File: config.mk
export PLATFORM = sky130hd
export DESIGN_NAME = fetch_stage
export DESIGN_NICKNAME = d
export VERILOG_FILES = /design/src/rtl/fetch_pkg.sv /design/src/rtl/fetch_stage_if_id_reg.sv /design/src/rtl/fetch_stage.sv
export SDC_FILE = /design/constraint.sdc
export NUM_CORES = 1
export LEC_CHECK = 0
export ABC_CLOCK_PERIOD_IN_PS = 4500
export CORE_AREA = 2 2 131 133
export DETAILED_ROUTE_END_ITERATION = 7
export DIE_AREA = 0 0 133 135
export PLACE_DENSITY_LB_ADDON = 0.08
export SLEW_MARGIN = 20
export SYNTH_ARGS = -nofsm -noshare
export SYNTH_HDL_FRONTEND = slang
export SYNTH_SLANG_ARGS = --single-unit
File: constraint.sdc
create_clock -name Clk -period 4.5 [get_ports Clk]
set_input_delay 0.9 -clock Clk [delete_from_list [all_inputs] [get_ports Clk]]
set_output_delay 0.9 -clock Clk [all_outputs]
set_load 0.01 [all_outputs]
File: src/rtl/fetch_pkg.sv
// Shared constants and next-PC select encoding for the instruction-fetch stage.
package fetch_pkg;

  localparam logic [31:0] NOP_INSTR        = 32'h0000_0000;
  localparam logic [31:0] RESET_PC_DEFAULT = 32'h0000_0000;
  localparam logic [31:0] PC_INCR          = 32'd4;

  typedef enum logic [1:0] {
    SEL_SEQ = 2'd0,
    SEL_BR  = 2'd1,
    SEL_J   = 2'd2,
    SEL_JR  = 2'd3
  } pc_sel_e;

endpackage

File: src/rtl/fetch_stage_if_id_reg.sv
// IF/ID pipeline register: holds on stall, loads a bubble on flush, otherwise
// captures the fetched word and its PC+4 as a valid instruction.
module if_id_reg
  import fetch_pkg::*;
(
  input  logic        Clk,
  input  logic        Rst_n,
  input  logic        Stall,
  input  logic        Flush,
  input  logic [31:0] InstrIn,
  input  logic [31:0] PCPlus4In,
  output logic [31:0] InstrOut,
  output logic [31:0] PCPlus4Out,
  output logic        ValidOut
);

  // Stall outranks flush so a held redirect is re-presented next cycle.
  always_ff @(posedge Clk or negedge Rst_n) begin
    if (!Rst_n) begin
      InstrOut   <= NOP_INSTR;
      PCPlus4Out <= 32'h0;
      ValidOut   <= 1'b0;
    end else if (Stall) begin
      InstrOut   <= InstrOut;
      PCPlus4Out <= PCPlus4Out;
      ValidOut   <= ValidOut;
    end else if (Flush) begin
      InstrOut   <= NOP_INSTR;
      PCPlus4Out <= 32'h0;
      ValidOut   <= 1'b0;
    end else begin
      InstrOut   <= InstrIn;
      PCPlus4Out <= PCPlus4In;
      ValidOut   <= 1'b1;
    end
  end

endmodule

File: src/rtl/fetch_stage.sv
// Instruction-fetch stage: PC register, prioritised next-PC select,
// redirect misalignment flag, fetch counter and the IF/ID register.
module fetch_stage
  import fetch_pkg::*;
#(
  parameter logic [31:0] RESET_PC = RESET_PC_DEFAULT
)
(
  input  logic        Clk,
  input  logic        Rst_n,
  input  logic        Stall,
  input  logic        Branch,
  input  logic [31:0] BranchTarget,
  input  logic        Jump,
  input  logic [31:0] JumpTarget,
  input  logic        JumpReg,
  input  logic [31:0] JumpRegTarget,
  input  logic [31:0] Instruction,
  output logic [31:0] InstrAddr,
  output logic [31:0] IFID_Instruction,
  output logic [31:0] IFID_PCPlus4,
  output logic        IFID_Valid,
  output logic        MisalignErr,
  output logic [31:0] FetchCount
);

  logic [31:0] pc;
  logic [31:0] pc_plus4;
  logic [31:0] target;
  logic [31:0] next_pc;
  logic        redirect;
  pc_sel_e     sel;

  assign InstrAddr = pc;
  assign pc_plus4  = pc + PC_INCR;

  always_comb begin
    sel = SEL_SEQ;
    if (JumpReg)     sel = SEL_JR;
    else if (Jump)   sel = SEL_J;
    else if (Branch) sel = SEL_BR;
  end

  always_comb begin
    target = pc_plus4;
    case (sel)
      SEL_JR:  target = JumpRegTarget;
      SEL_J:   target = JumpTarget;
      SEL_BR:  target = BranchTarget;
      default: target = pc_plus4;
    endcase
  end

  assign redirect = (sel != SEL_SEQ) && !Stall;

  always_comb begin
    next_pc = pc_plus4;
    if (Stall)         next_pc = pc;
    else if (redirect) next_pc = {target[31:2], 2'b00};
  end

  always_ff @(posedge Clk or negedge Rst_n) begin
    if (!Rst_n) pc <= RESET_PC;
    else        pc <= next_pc;
  end

  // Only the chosen target is checked; the flag is a single-cycle pulse.
  always_ff @(posedge Clk or negedge Rst_n) begin
    if (!Rst_n) begin
      MisalignErr <= 1'b0;
      FetchCount  <= 32'h0;
    end else begin
      MisalignErr <= redirect && (target[1:0] != 2'b00);
      if (!Stall && !redirect) FetchCount <= FetchCount + 32'd1;
    end
  end

  if_id_reg u_if_id_reg (
    .Clk        (Clk),
    .Rst_n      (Rst_n),
    .Stall      (Stall),
    .Flush      (redirect),
    .InstrIn    (Instruction),
    .PCPlus4In  (pc_plus4),
    .InstrOut   (IFID_Instruction),
    .PCPlus4Out (IFID_PCPlus4),
    .ValidOut   (IFID_Valid)
  );

endmodule

# After elaboration in Yosys (flattened, before gate mapping)
# Index checks and enable logic that the tools add are counted.
# word_totals
output_inout_bits,130
regBits,130
word_cells,26
input_bits,134
# classes
n_eq_ne,3
mux,8
add_sub_neg,2
n_reduce_logical,7
# ops
operator,n
32-bit two-way mux,3
32-bit one-hot mux with 3 select lines,1
"32-bit by 1-bit adder with 32-bit output, second input constant",1
"32-bit by 3-bit adder with 32-bit output, second input constant",1
"2-bit equality test, second input constant",2
2-bit two-way mux,2
2-bit nonzero test,2
1-bit logical AND,3
"2-bit by 1-bit equality test with 1-bit output, second input constant",1
1-bit logical NOT,2
1-bit two-way mux,2

# Depth between registers and ports, before layout
# logic_depth
ltp_word,7
ltp_mapped,8
depth_no_buf,6

# Modules after synthesis
# A second synthesis with hierarchy kept.
# hier_totals
hier_cells,772
hier_area_um2,6881.6
# modules_own_cells
module,area_each_um2,seq_area_each_um2,cells_each,n_inst
fetch_stage,4172.8,1576.5,494,1
if_id_reg,2708.8,1626.6,278,1

# Least setup slack after synthesis
# Ideal clock, no wire load.
# synth_path
kind,input-to-reg
start,input port JumpReg
end,register FetchCount[21]
required_ns,4.375
path_buffers,2
arrival_ns,2.375
path_slack_ns,1.999
setup_time_ns,0.125
cell_stages,7
cell_sequence,buf_6 > or4_1 > buf_6 > nor3_4 > and3_1 > nand4_1 > xnor2_1
# synth_between
elab_chain_len,5
# synth_lines
element,line,source
from (decl),fetch_stage.sv:16,"input logic JumpReg,"
2-bit two-way mux,fetch_stage.sv:39,if (JumpReg) sel = SEL_JR;
2-bit nonzero test,fetch_stage.sv:54,assign redirect = (sel != SEL_SEQ) && !Stall;
1-bit logical AND,fetch_stage.sv:54,
1-bit logical NOT,fetch_stage.sv:74,if (!Stall && !redirect) FetchCount <= FetchCount + 32'd1;
1-bit logical AND,fetch_stage.sv:74,
to (signal assigned),fetch_stage.sv:74,
to (decl),fetch_stage.sv:24,output logic [31:0] FetchCount
# No other way between the ends.
# A chain may end at the register's enable or synchronous reset.

# Worst setup path in the final report
# Same ends and word-level chain as after synthesis.

==> out/metrics.cfg <==
[timing]
fin_crit_ns=2.95
relSlewSlack_pct=35.6
hold_slack_ns=0.478
final-hold-violation-count=0
finalSetupTns_ns=0
max_clock_freq_mhz=339
rsz0062_at_grt=false
slew_viol_final=0
worstMarginPinSlew_ns=0.966
timing.final.ws_setup_ns=1.55
skew_ns=0.0105
setup_viol=0
finalCritPeriodShare_pct=65.5

[drt]
via_count=6363
first_pass_iters=4
post-route-drc-count=0
wl_um=20700
wl_per_cell_um=17.4
first_iter_violations=409
vias_per_cell=5.32
antenna_left=0

[final_layout]
final_net_count=1099
areaGrowthSynthToFinish_pct=50.3
layout_commonest_cell=clkdlybuf4s50_1
final_cell_mix=clkdlybuf4s50_1 (259), nand2_1 (143), dfrtp_1 (127), o21ai_0 (80), xnor2_1 (40)
design_area_sq_um=9760
antenna_cells=0
drive_gt1_share_pct=5.03
fillCellCount=1415

[worst_setup_path]
reg2reg_depth=6
cpPeakStageDelay_ns=0.67
rrSetupSlack_ns=1.95
cp_cell_sequence=clkdlybuf4s50_1, or4_1, buf_4, nor3_4, and3_1, nand4_1, xnor2_1
path_delay_family=simple AND/OR/NAND/NOR gates
crit_path_start_kind=input pin
cp_data_required_time_ns=4.80
cp.arrival_ns=3.25
crit_slowest_cell=clkdlybuf4s50_1
setup.worst_path.class=input pin to flop
r2r-end=InstrAddr[28]
endpoint_kind=flop
r2r_start=InstrAddr[2]
crit_buf_inv=2
crit_path_max_fanout=18

[power]
power_density_nw_per_um2=320
p_leak_uw=0.00394
p_total_uw=3120
peakVddDrop_mv=0.286

[status]
status=complete, no violations

[cts]
post-cts-setup-buffers=0
cts-htree-levels=4
cts_sinks=127
clk_latency_ns=0.42
cts-root-buf=clkbuf_16
cts_resized=0
postCtsHoldBufs=0
cts-buffers-inserted=17
path_clk_slew_ns=0.05
cts_tree=yes
cts_buffer_depth=2

[floorplan]
die_w_um=133
fp.dieH_um=135
initial_utilization_pct=39.6
num_rows=47
core-area_sq_um=16400
ioPinCount=264
fp.dieArea_sq_um=18000

[synth]
ys_seq_area_share_pct=48.9
avgSynthCellArea_sq_um=8.96
ys_types=51
synthTopCellsByArea=dfrtp_1 (49%), nand2_1 (8.3%), o21ai_0 (6.2%), xnor2_1 (5.4%), clkbuf_1 (2.4%)
ys_warn_count=0
synth-main-ff-cell=dfrtp_1
synth_seq_cells=127
synthArstFlopShare_pct=100
synthCells=725
yosysTopAreaCell=dfrtp_1
synth-edff-count=0
synth.top_cell.area_share_pct=48.9
netlist_area_sq_um=6490

[grt]
gr-usage-met2_pct=38.1
antenna_found_initial=0
grt-ovfl-total=0
track_usage_pct=23.4
grt_max_degree=117
grt_pass1_vias=6086
grt_pass1_wl_um=32700
grt_use_met3_pct=6.01
grtUsageMet1_pct=30.4
top_usage_layer=met2

[placed_design]
dpl-instance-area_sq_um=9240
io_buffer_count=261
place_ws_ns=1.14
dp_hpwl_um=15400
place_congestion=0.845

[worst_hold_path]
hold_start=FetchCount[31]
min_to=FetchCount[31]
hold_depth=1
hp-class=flop to flop

[run]
max_cap_violations=0

==> logic make-up after synthesis <==
kind of cell / synth area share (%)
other: 0.0577
flip-flops: 48.9
adder cells (fa/ha/maj): 0.385
multiplexers: 0.154
XOR/XNOR: 7.55
AO/OA/AOI/OAI: 18.3
AND/OR/NAND/NOR: 20.2
buffers and inverters: 4.45
==> routing by layer <==
metal  routed length [um]  up-vias
met5                    0        -
met3                 1350       30
li1                     -     3056
met4                  457        0
met1                 8970     3034
met2                 9970      243
==> worst register-to-register path: stages, from the launching register on <==
cell and delay [ns]:
dfrtp_1 0.59, ha_1 0.42, nand3_1 0.26, nor2_1 0.39
nand4_1 0.22, or4_1 0.47, o2111ai_1 0.10
==> worst max-delay path by stage <==
stage | cells after the start | slack, ns | to | from
after detailed placement | 7 | 1.14 | FetchCount[21] | JumpReg
after CTS | 7 | 1.58 | FetchCount[21] | JumpReg
after floorplan | 7 | 2.00 | FetchCount[21] | JumpReg
after global routing | 7 | 1.40 | FetchCount[21] | JumpReg
after global placement | 7 | 1.17 | FetchCount[21] | JumpReg
final | 7 | 1.55 | FetchCount[21] | JumpReg
==> cell usage after synthesis (all sizes together), types with 3 or more instances <==
| cell type | count |
|---|---|
| o22a | 3 |
| nor2 | 38 |
| clkbuf | 41 |
| inv | 14 |
| dfrtp | 127 |
| and2 | 5 |
| o31ai | 14 |
| o31a | 4 |
| xor2 | 16 |
| a31oi | 4 |
| nor4 | 3 |
| o32ai | 3 |
| nand4 | 22 |
| and4 | 4 |
| a221o | 6 |
| o21ai | 80 |
| o22ai | 13 |
| o21a | 3 |
| nand2 | 143 |
| nor3 | 20 |
| a22oi | 14 |
| a221oi | 11 |
| and3 | 7 |
| a21oi | 21 |
| nand3 | 29 |
| buf | 14 |
| or4 | 5 |
| xnor2 | 40 |
==> through the flow <==
step                util, %  cells
floorplan                 -    726
global placement       56.3   1164
detailed placement     56.3   1164
CTS                    59.5   1195
global route           59.5   1195
finish                 59.5   1195
==> sequential cells by signal (all words and copies together) (netlist names) <==
signal	flops
u_if_id_reg.ValidOut	1
FetchCount	32
u_if_id_reg.PCPlus4Out	31
MisalignErr	1
InstrAddr	30
u_if_id_reg.InstrOut	32
==> cell type report <==
| cell class | instances | area [sq um] | share of cell area [%] |
|---|---|---|---|
| clock buffers | 25 | 485 | 4.97 |
| clock inverters | 6 | 35.0 | 0.359 |
| inverters | 14 | 52.6 | 0.538 |
| multi-input cells | 530 | 3040 | 31.1 |
| flip-flops and latches | 127 | 3180 | 32.5 |
| well taps | 220 | 275 | 2.82 |
| repair buffers | 273 | 2700 | 27.7 |
==> where the power goes <==
group	internal (uW)	total, uW	switching [uW]
Sequential	1220	1320	102
Combinational	321	588	267
Clock	739	1220	479
Note: power is estimated with default switching activity, not from simulation.
